<file path="src/rtl/uart_pixel_loader.sv">
// UART receiver that packs three bytes per {R,G,B} pixel and writes a frame of NPIX pixels to RAM.
// Optional even-parity framing is enabled by defining LOADER_PARITY_EN.
module uart_pixel_loader #(
  parameter int unsigned DIVISOR   = 326,
  parameter int unsigned ADDR_BITS = 10,
  parameter int unsigned NPIX      = 1024
) (
  input  logic                 clk,
  input  logic                 reset,
  input  logic                 rx,
  input  logic                 start,
  output logic                 mem_we,
  output logic [ADDR_BITS-1:0] mem_addr,
  output logic [23:0]          mem_di,
  output logic                 busy,
  output logic                 done,
  output logic                 frame_err
);

  localparam int unsigned DW = (DIVISOR > 1) ? $clog2(DIVISOR) : 1;
  localparam logic [DW-1:0]        DIV_LAST = DW'(DIVISOR - 1);
  localparam logic [ADDR_BITS-1:0] PIX_LAST = ADDR_BITS'(NPIX - 1);

  typedef enum logic [2:0] {S_IDLE, S_START, S_DATA, S_PARITY, S_STOP} state_t;

  logic          rx_m, rx_s;
  logic [DW-1:0] div_cnt;
  logic          tick;
  state_t        state, state_n;
  logic [3:0]    cnt, cnt_n;
  logic [2:0]    bit_idx, bit_n;
  logic [7:0]    shreg, shreg_n;
  logic          par_bad, par_bad_n;
  logic          byte_ok, byte_bad;
  logic [1:0]    b;

  always_ff @(posedge clk or posedge reset) begin
    if (reset) begin
      rx_m <= 1'b1;
      rx_s <= 1'b1;
    end else begin
      rx_m <= rx;
      rx_s <= rx_m;
    end
  end

  always_ff @(posedge clk or posedge reset) begin
    if (reset)          div_cnt <= '0;
    else if (tick)      div_cnt <= '0;
    else                div_cnt <= div_cnt + 1'b1;
  end
  assign tick = (div_cnt == DIV_LAST);

  always_ff @(posedge clk or posedge reset) begin
    if (reset) begin
      state   <= S_IDLE;
      cnt     <= '0;
      bit_idx <= '0;
      shreg   <= '0;
      par_bad <= 1'b0;
    end else begin
      state   <= state_n;
      cnt     <= cnt_n;
      bit_idx <= bit_n;
      shreg   <= shreg_n;
      par_bad <= par_bad_n;
    end
  end

  always_comb begin
    state_n   = state;
    cnt_n     = cnt;
    bit_n     = bit_idx;
    shreg_n   = shreg;
    par_bad_n = par_bad;
    byte_ok   = 1'b0;
    byte_bad  = 1'b0;
    unique case (state)
      S_IDLE: begin
        if (!rx_s) begin
          state_n = S_START;
          cnt_n   = '0;
        end
      end
      S_START: begin
        if (tick) begin
          if (cnt == 4'd7) begin
            cnt_n     = '0;
            bit_n     = '0;
            par_bad_n = 1'b0;
            state_n   = rx_s ? S_IDLE : S_DATA;
          end else begin
            cnt_n = cnt + 4'd1;
          end
        end
      end
      // cnt wraps 15->0, so each sample lands on every 16th tick after the start midpoint
      S_DATA: begin
        if (tick) begin
          cnt_n = cnt + 4'd1;
          if (cnt == 4'd15) begin
            shreg_n = {rx_s, shreg[7:1]};
            bit_n   = bit_idx + 3'd1;
            if (bit_idx == 3'd7) begin
`ifdef LOADER_PARITY_EN
              state_n = S_PARITY;
`else
              state_n = S_STOP;
`endif
            end
          end
        end
      end
      S_PARITY: begin
        if (tick) begin
          cnt_n = cnt + 4'd1;
          if (cnt == 4'd15) begin
            par_bad_n = (rx_s != ^shreg);
            state_n   = S_STOP;
          end
        end
      end
      S_STOP: begin
        if (tick) begin
          cnt_n = cnt + 4'd1;
          if (cnt == 4'd15) begin
            state_n = S_IDLE;
            if (rx_s && !par_bad) byte_ok  = 1'b1;
            else                  byte_bad = 1'b1;
          end
        end
      end
      default: state_n = S_IDLE;
    endcase
  end

  // Write strobe fires the cycle after the third byte; the address advance follows one cycle later.
  always_ff @(posedge clk or posedge reset) begin
    if (reset) begin
      mem_we    <= 1'b0;
      mem_addr  <= '0;
      mem_di    <= '0;
      busy      <= 1'b0;
      done      <= 1'b0;
      frame_err <= 1'b0;
      b         <= '0;
    end else begin
      mem_we <= 1'b0;
      if (start && !busy) begin
        busy      <= 1'b1;
        done      <= 1'b0;
        frame_err <= 1'b0;
        mem_addr  <= '0;
        b         <= '0;
      end else begin
        if (mem_we) begin
          if (mem_addr == PIX_LAST) begin
            mem_addr <= '0;
            busy     <= 1'b0;
            done     <= 1'b1;
          end else begin
            mem_addr <= mem_addr + 1'b1;
          end
        end
        if (byte_bad) begin
          frame_err <= 1'b1;
          b         <= '0;
        end else if (byte_ok && busy) begin
          unique case (b)
            2'd0:    begin mem_di[23:16] <= shreg; b <= 2'd1; end
            2'd1:    begin mem_di[15:8]  <= shreg; b <= 2'd2; end
            default: begin mem_di[7:0]   <= shreg; b <= 2'd0; mem_we <= 1'b1; end
          endcase
        end
      end
    end
  end

endmodule
</file>
<file path="config.mk">
export PLATFORM = sky130hd
export DESIGN_NAME = uart_pixel_loader
export DESIGN_NICKNAME = d
export VERILOG_FILES = /design/src/rtl/uart_pixel_loader.sv
export SDC_FILE = /design/constraint.sdc
export NUM_CORES = 1
export LEC_CHECK = 0
export ABC_AREA = 1
export CAP_MARGIN = 30
export CORE_MARGIN = 8
export CORE_UTILIZATION = 36
export CTS_BUF_LIST = sky130_fd_sc_hd__clkbuf_2
export DETAILED_ROUTE_END_ITERATION = 8
export PLACE_DENSITY = 0.62
export SLEW_MARGIN = 20
export SYNTH_ARGS = -nofsm -noshare
export SYNTH_HDL_FRONTEND = slang
export SYNTH_SLANG_ARGS = --single-unit
</file>
<file path="constraint.sdc">
create_clock -name clk -period 2.55 [get_ports clk]
set_input_delay 0.51 -clock clk [delete_from_list [all_inputs] [get_ports clk]]
set_output_delay 0.51 -clock clk [all_outputs]
set_load 0.005 [all_outputs]
</file>
==> impl_metrics.xml, run 1 <==
<?xml version="1.0" encoding="UTF-8"?>
<metrics>
  <group name="final_layout">
    <metric name="num-fill-cells" unit="">925</metric>
    <metric name="utilization" unit="">0.446</metric>
    <metric name="nets" unit="">496</metric>
    <metric name="post-route-cell-area" unit="sq um">4140</metric>
    <metric name="multi_input_comb_area" unit="sq um">1460</metric>
    <metric name="syn_to_final_growth" unit="%">20.1</metric>
    <metric name="antennaDiodeCount" unit="">0</metric>
    <metric name="final_layout_size_suffix_gt1_frac" unit="">0.0591</metric>
    <metric name="ff_latch_area" unit="sq um">1750</metric>
  </group>
  <group name="global_route">
    <metric name="grt_antenna_before_repair" unit="">0</metric>
    <metric name="grt_pass1_vias" unit="">2954</metric>
    <metric name="grt_overflow" unit="">0</metric>
    <metric name="grt_start_max_net_pins" unit="">71</metric>
    <metric name="grt_use_total" unit="">0.124</metric>
    <metric name="first_pass_grt_wire_length" unit="um">13300</metric>
  </group>
  <group name="power">
    <metric name="net-switching-power" unit="uW">648</metric>
    <metric name="clock_power_share" unit="">0.302</metric>
    <metric name="power-per-cell-area" unit="nW/um^2">525</metric>
    <metric name="switching_share" unit="">0.298</metric>
    <metric name="power.share.combinational" unit="">0.137</metric>
    <metric name="cellLeakagePower" unit="nW">2.04</metric>
    <metric name="irDropWorstVdd" unit="uV">281</metric>
    <metric name="pwr-share-seq" unit="">0.562</metric>
    <metric name="intPower" unit="mW">1.53</metric>
  </group>
  <group name="job">
    <metric name="max_cap_viols" unit="">0</metric>
  </group>
  <group name="die">
    <metric name="die_area" unit="sq um">13000</metric>
    <metric name="initial_core_util" unit="">0.371</metric>
    <metric name="ioPinCount" unit="">42</metric>
    <metric name="die_height" unit="um">114</metric>
    <metric name="rows" unit="">35</metric>
    <metric name="design.core.area" unit="sq um">9280</metric>
    <metric name="die_x" unit="um">114</metric>
  </group>
  <group name="drt">
    <metric name="first_pass_iters" unit="">4</metric>
    <metric name="route.final.wire_length" unit="um">7500</metric>
    <metric name="route.detailed.vias_per_inst" unit="">4.79</metric>
    <metric name="via_count" unit="">2971</metric>
    <metric name="drc" unit="">0</metric>
    <metric name="number_of_nets_with_antenna_violations_after_routing" unit="">0</metric>
    <metric name="dr.first_iter.drc_count" unit="">149</metric>
    <metric name="wl_per_cell" unit="um">12.1</metric>
  </group>
  <group name="critical_path">
    <metric name="criticalPathCategory" unit="">reg -&gt; reg</metric>
    <metric name="worst-endpoint-arrival" unit="ns">2.48</metric>
    <metric name="cp_data_required_time" unit="ns">2.98</metric>
    <metric name="critical_path_peak_fanout" unit="">13</metric>
    <metric name="critPathCaptureType" unit="">register</metric>
    <metric name="timing.critical_path.from_type" unit="">register</metric>
  </group>
  <group name="sta">
    <metric name="report.final.slew_viol_count" unit="">0</metric>
    <metric name="rsz_0062_raised_after_global_routing" unit="">false</metric>
    <metric name="final_sum_of_negative_setup_slack" unit="ns">0</metric>
    <metric name="slew_headroom" unit="">0.585</metric>
    <metric name="hold_viol_final" unit="">0</metric>
    <metric name="final.min_clock_period" unit="ns">2.05</metric>
    <metric name="maximum_frequency_from_static_timing_analysis" unit="MHz">487</metric>
    <metric name="timing.final.ws_setup" unit="ns">0.495</metric>
    <metric name="final.setup_skew" unit="ns">0.0278</metric>
    <metric name="worst_hold_slack" unit="ns">0.365</metric>
    <metric name="finalCritPeriodShare" unit="">0.806</metric>
    <metric name="finalSetupViolCount" unit="">0</metric>
    <metric name="tightestPinTransition" unit="ns">0.619</metric>
  </group>
  <group name="clock_tree">
    <metric name="tritoncts" unit="">built</metric>
    <metric name="clock_network_latency_to_the_later_pin_of_the_worst_skew_pair" unit="ns">0.50</metric>
    <metric name="numCtsBuffers" unit="">9</metric>
    <metric name="numClockSinks" unit="">70</metric>
    <metric name="hold_buffers" unit="">0</metric>
    <metric name="ctsHtreeMaxLevel" unit="">3</metric>
    <metric name="cts_buffer_depth" unit="">2</metric>
    <metric name="clk_pin_slew_worst_paths" unit="ns">0.22</metric>
    <metric name="post_cts.resized_instances" unit="">0</metric>
    <metric name="post_cts.repair.setup_buffers" unit="">0</metric>
    <metric name="cts_root_buffer" unit="">clkbuf_2</metric>
  </group>
  <group name="yosys">
    <metric name="synth_enable_flop_cells" unit="">0</metric>
    <metric name="synth.area.top_cells" unit="">dfrtp_1 49%, nand2_1 17%, inv_1 5.9%</metric>
    <metric name="synth_top_area_frac" unit="">0.493</metric>
    <metric name="synth_cell_type_count" unit="">25</metric>
    <metric name="ys_top_cells_by_count" unit="">157 x nand2_1, 68 x dfrtp_1, 54 x inv_1</metric>
    <metric name="synth_area" unit="sq um">3450</metric>
    <metric name="synth-seq-area-share" unit="">0.509</metric>
    <metric name="cell_taking_the_most_area_after_synthesis" unit="">dfrtp_1</metric>
    <metric name="post_synth.cell_area_avg" unit="sq um">7.87</metric>
    <metric name="synth.ff_latch_count" unit="">70</metric>
    <metric name="synthesis.nets" unit="">448</metric>
    <metric name="postSynth.topFlopCell" unit="">dfrtp_1</metric>
    <metric name="ys.warnings.count" unit="">0</metric>
    <metric name="synthCells" unit="">438</metric>
    <metric name="synthArstFlopShare" unit="">1.00</metric>
    <metric name="synth.most_common_cell" unit="">nand2_1</metric>
  </group>
  <group name="placed_design">
    <metric name="placed_area" unit="sq um">4020</metric>
    <metric name="finalWeightedCongestion" unit="">0.827</metric>
    <metric name="preCtsSetupSlack" unit="ns">0.502</metric>
    <metric name="portBuffers" unit="">41</metric>
    <metric name="dp_hpwl" unit="um">5520</metric>
  </group>
  <group name="outcome">
    <metric name="status" unit="">completed</metric>
  </group>
  <group name="min_path">
    <metric name="worstHoldPathType" unit="">in -&gt; async</metric>
  </group>
</metrics>
[cell usage in the layout (no fill, tap or decap), types with 4 or more instances in the layout]
cell type,Yosys,routed
nand3_1,24,24
clkbuf_2,0,9
ha_1,6,6
clkdlybuf4s50_1,0,41
nand3_2,4,4
nand2_1,157,157
xor2_1,6,6
nor2_1,31,31
nand4_1,26,26
inv_1,54,53
dfrtp_1,68,68
a21oi_1,11,11
nor3_1,9,9
o21ai_0,22,22
[path summary, 6_finish.rpt]
path / start / endpoint / slack [ns] / depth (start not counted)
setup / recovery: div_cnt[1] / mem_di[16] / 0.50 / 9
hold / removal: reset / div_cnt[0] / 0.37 / 3
setup reg to reg: div_cnt[1] / mem_di[16] / 0.50 / 9
hold reg to reg: rx_m / rx_s / 0.37 / 0
max in group asynchronous: reset / rx_s / 1.81 / 3
min in group clk: rx_m / rx_s / 0.37 / 0
[power groups by stage]
stage | clock network (mW) | registers [mW] | logic, mW
after global placement | 0 | 1.24 | 0.293
after detailed placement | 0 | 1.24 | 0.300
after CTS | 0.680 | 1.22 | 0.302
after global routing | 0.732 | 1.23 | 0.331
final | 0.656 | 1.22 | 0.297
after floorplan | 0 | 1.23 | 0.152
[critical path, cell delays in order (launching register included)]
cell and delay, ns:
dfrtp_1 0.45, inv_1 0.06, ha_1 0.15, nand2_1 0.07, nor3_2 0.11, nand2_1 0.28
nor3_4 0.40, nand3_2 0.28, nand2_1 0.13, nand2_1 0.06
[per-stage QoR]
stage / std cells / power [mW]
floorplan: 438 / 1.39
global placement: 604 / 1.53
detailed placement: 604 / 1.54
CTS: 620 / 2.20
global route: 620 / 2.29
finish: 620 / 2.17
[per-layer routing]
layer	up-vias	GRT usage	share of wire
li1	1503	-	-
met1	1394	0.155	0.48
met2	61	0.203	0.45
met3	13	0.0285	0.056
met4	0	0.0497	0.016
met5	-	0	0
[flip-flops by register name, summed over array words and instances, names as in the netlist]
register and count:
done 1, par_bad 1, rx_s 1, bit_idx 3, cnt 4, b 2
state 3, mem_addr 10, mem_di 24, mem_we 1, div_cnt 9, rx_m 1
shreg 8, frame_err 1, busy 1
[cell families after synthesis]
group | synth area share
compound gates | 0.0523
xor+xnor | 0.0203
fa+ha+maj | 0.0218
buf+inv | 0.0682
flops | 0.509
simple gates | 0.329
[final cells by class]
class,count,share of cell area
repair buffers,44,0.108
well taps,129,0.0390
multi-input cells,307,0.352
flip-flops and latches,70,0.424
clock inverters,7,0.0178
clock buffers,9,0.0109
inverters,54,0.0489
Note: power is estimated with default switching activity, not from simulation.
==> run 2: changes to the inputs <==
==> constraint.sdc (replaced) <==
create_clock -name clk -period 1.92 [get_ports clk]
set_input_delay 0.384 -clock clk [delete_from_list [all_inputs] [get_ports clk]]
set_output_delay 0.384 -clock clk [all_outputs]
set_load 0.005 [all_outputs]
==> run 2 against run 1 <==
Clock power increased by 54%. Utilization grew 2.2 points. Register-to-register slack got worse by 0.36 ns. Via count is 3.2% higher. Sequential power up 32%. Wire length is 6.0% higher. Non-clock buffer count rose by 18. Critical path type is now reg -> out. Largest cell class unchanged. Highest routed layer unchanged.
==> impl_metrics.xml, run 2 (synthesized netlist as in run 1, its figures left out) <==
<?xml version="1.0" encoding="UTF-8"?>
<metrics>
  <group name="clock_tree">
    <metric name="cts_root_buffer" unit="">clkbuf_2</metric>
    <metric name="hold_buffers" unit="">0</metric>
    <metric name="tritoncts" unit="">built</metric>
    <metric name="ctsHtreeMaxLevel" unit="">3</metric>
    <metric name="numCtsBuffers" unit="">9</metric>
    <metric name="clock_network_latency_to_the_later_pin_of_the_worst_skew_pair" unit="ns">0.52</metric>
    <metric name="numClockSinks" unit="">70</metric>
    <metric name="clk_pin_slew_worst_paths" unit="ns">0.22</metric>
    <metric name="cts_buffer_depth" unit="">2</metric>
  </group>
  <group name="critical_path">
    <metric name="slowest_stage" unit="">clkdlybuf4s50_1</metric>
    <metric name="timing.critical_path.from_type" unit="">register</metric>
    <metric name="worstPathBufferInverterCount" unit="">1</metric>
    <metric name="crit_chain" unit="">clkdlybuf4s50_1</metric>
    <metric name="critPathCaptureType" unit="">primary output</metric>
    <metric name="critical_path.max_stage_delay" unit="ns">0.52</metric>
    <metric name="reg2reg_depth" unit="">10</metric>
    <metric name="critical_path_peak_fanout" unit="">4</metric>
    <metric name="critical_path.top_delay_family" unit="">buffers and inverters</metric>
    <metric name="cp_data_required_time" unit="ns">1.54</metric>
    <metric name="criticalPathCategory" unit="">reg -&gt; out</metric>
    <metric name="cp.depth" unit="">1</metric>
    <metric name="worst-endpoint-arrival" unit="ns">1.46</metric>
  </group>
  <group name="drt">
    <metric name="via_count" unit="">3067</metric>
    <metric name="route.final.wire_length" unit="um">7950</metric>
    <metric name="dr.first_iter.drc_count" unit="">102</metric>
    <metric name="number_of_nets_with_antenna_violations_after_routing" unit="">0</metric>
    <metric name="route.detailed.vias_per_inst" unit="">4.80</metric>
    <metric name="first_pass_iters" unit="">6</metric>
    <metric name="drc" unit="">0</metric>
    <metric name="wl_per_cell" unit="um">12.4</metric>
  </group>
  <group name="power">
    <metric name="intPower" unit="mW">2.22</metric>
    <metric name="pwr-share-seq" unit="">0.517</metric>
    <metric name="irDropWorstVdd" unit="uV">296</metric>
    <metric name="cellLeakagePower" unit="nW">2.21</metric>
    <metric name="net-switching-power" unit="uW">888</metric>
    <metric name="power.share.combinational" unit="">0.159</metric>
    <metric name="switching_share" unit="">0.286</metric>
    <metric name="clock_power_share" unit="">0.324</metric>
    <metric name="power-per-cell-area" unit="nW/um^2">714</metric>
  </group>
  <group name="final_layout">
    <metric name="final_layout_size_suffix_gt1_frac" unit="">0.108</metric>
    <metric name="antennaDiodeCount" unit="">0</metric>
    <metric name="post-route-cell-area" unit="sq um">4350</metric>
    <metric name="max_reg_flops" unit="">24</metric>
    <metric name="finish.cell_count_without_fillers" unit="">639</metric>
    <metric name="nets" unit="">515</metric>
    <metric name="multi_input_comb_area" unit="sq um">1490</metric>
    <metric name="layout.cells.most_common_list" unit="">155 x nand2_1, 67 x dfrtp_1, 53 x inv_1</metric>
    <metric name="final_common_cell" unit="">nand2_1</metric>
    <metric name="ff_latch_area" unit="sq um">1760</metric>
    <metric name="biggestRegsByFlops" unit="">mem_di (24), mem_addr (10), div_cnt (9)</metric>
    <metric name="syn_to_final_growth" unit="%">26.1</metric>
    <metric name="max_flop_register" unit="">mem_di</metric>
    <metric name="num-fill-cells" unit="">922</metric>
  </group>
  <group name="job">
    <metric name="max_cap_viols" unit="">0</metric>
  </group>
  <group name="sta">
    <metric name="final.setup_skew" unit="ns">0.0231</metric>
    <metric name="slew_headroom" unit="">0.742</metric>
    <metric name="hold_viol_final" unit="">0</metric>
    <metric name="report.final.slew_viol_count" unit="">0</metric>
    <metric name="maximum_frequency_from_static_timing_analysis" unit="MHz">542</metric>
    <metric name="finalSetupViolCount" unit="">0</metric>
    <metric name="final_sum_of_negative_setup_slack" unit="ns">0</metric>
    <metric name="worst_hold_slack" unit="ns">0.248</metric>
    <metric name="tightestPinTransition" unit="ns">0.387</metric>
    <metric name="timing.final.ws_setup" unit="ns">0.0745</metric>
    <metric name="final.min_clock_period" unit="ns">1.85</metric>
    <metric name="finalCritPeriodShare" unit="">0.961</metric>
  </group>
  <group name="placed_design">
    <metric name="placed_area" unit="sq um">4070</metric>
    <metric name="portBuffers" unit="">41</metric>
    <metric name="dp_hpwl" unit="um">5680</metric>
    <metric name="preCtsSetupSlack" unit="ns">0.0645</metric>
    <metric name="placed_cells_incl_taps" unit="">610</metric>
    <metric name="finalWeightedCongestion" unit="">0.843</metric>
  </group>
  <group name="die">
    <metric name="die_height" unit="um">114</metric>
    <metric name="ioPinCount" unit="">42</metric>
    <metric name="die_x" unit="um">114</metric>
    <metric name="design.core.area" unit="sq um">9280</metric>
    <metric name="initial_core_util" unit="">0.371</metric>
    <metric name="rows" unit="">35</metric>
    <metric name="die_area" unit="sq um">13000</metric>
  </group>
  <group name="global_route">
    <metric name="grt_use_total" unit="">0.126</metric>
    <metric name="grt_pass1_vias" unit="">2865</metric>
    <metric name="grt_overflow" unit="">0</metric>
    <metric name="first_pass_grt_wire_length" unit="um">13400</metric>
    <metric name="grt_start_max_net_pins" unit="">71</metric>
    <metric name="grt_antenna_before_repair" unit="">0</metric>
  </group>
  <group name="outcome">
    <metric name="status" unit="">completed</metric>
  </group>
  <group name="min_path">
    <metric name="worstHoldPathType" unit="">in -&gt; async</metric>
  </group>
</metrics>
## run 2: cell type report
cell class / count / area share
Multi-Input combinational cell: 308 / 0.343
Tap cell: 129 / 0.0371
Inverter: 54 / 0.0475
Clock inverter: 7 / 0.0222
Clock buffer: 9 / 0.0104
Timing Repair Buffer: 62 / 0.136
Sequential cell: 70 / 0.404
## run 2: power groups by stage
stage | sequential, mW | combinational (mW) | clock (mW)
final | 1.61 | 0.494 | 1.01
after global routing | 1.62 | 0.554 | 1.09
after CTS | 1.61 | 0.465 | 1.03
after detailed placement | 1.65 | 0.432 | 0
after global placement | 1.65 | 0.421 | 0
after floorplan | 1.64 | 0.202 | 0
## run 2: final timing paths
path / start / to / slack [ns]
min reg2reg: rx_m / rx_s / 0.37
max reg2reg: div_cnt[1] / mem_di[6] / 0.14
max: mem_addr[2] / mem_addr[2] / 0.07
min: reset / mem_addr[5] / 0.25
max in group asynchronous: reset / rx_s / 1.28
min in group clk: rx / rx_m / 0.26
## run 2: repair_timing
action | in CTS | in global routing
setup buffers | 4 | 8
resized for setup | 1 | 14
endpoints found under the setup margin | 5 | 37
pin swaps | 0 | 3
gates cloned | 0 | 1
## run 2: tightest hold or removal path: stages
cell and delay (ns):
clkdlybuf4s50_1 0.44, clkinvlp_4 0.09, buf_12 0.30
## run 2: per-stage QoR
| stage | power (mW) | util |
|---|---|---|
| 6_report | 3.11 | 0.468 |
| 5_1_grt | 3.26 | 0.468 |
| 4_1_cts | 3.11 | 0.457 |
| 3_5_place_dp | 2.08 | 0.439 |
| 3_3_place_gp | 2.07 | 0.439 |
| 2_1_floorplan | 1.84 | - |
## run 2: layer usage
| metal | vias to the layer above | routed length, um | track usage |
|---|---|---|---|
| met5 | - | 0 | 0 |
| li1 | 1543 | - | - |
| met3 | 11 | 434 | 0.0317 |
| met2 | 52 | 3610 | 0.196 |
| met1 | 1461 | 3770 | 0.163 |
| met4 | 0 | 130 | 0.0559 |
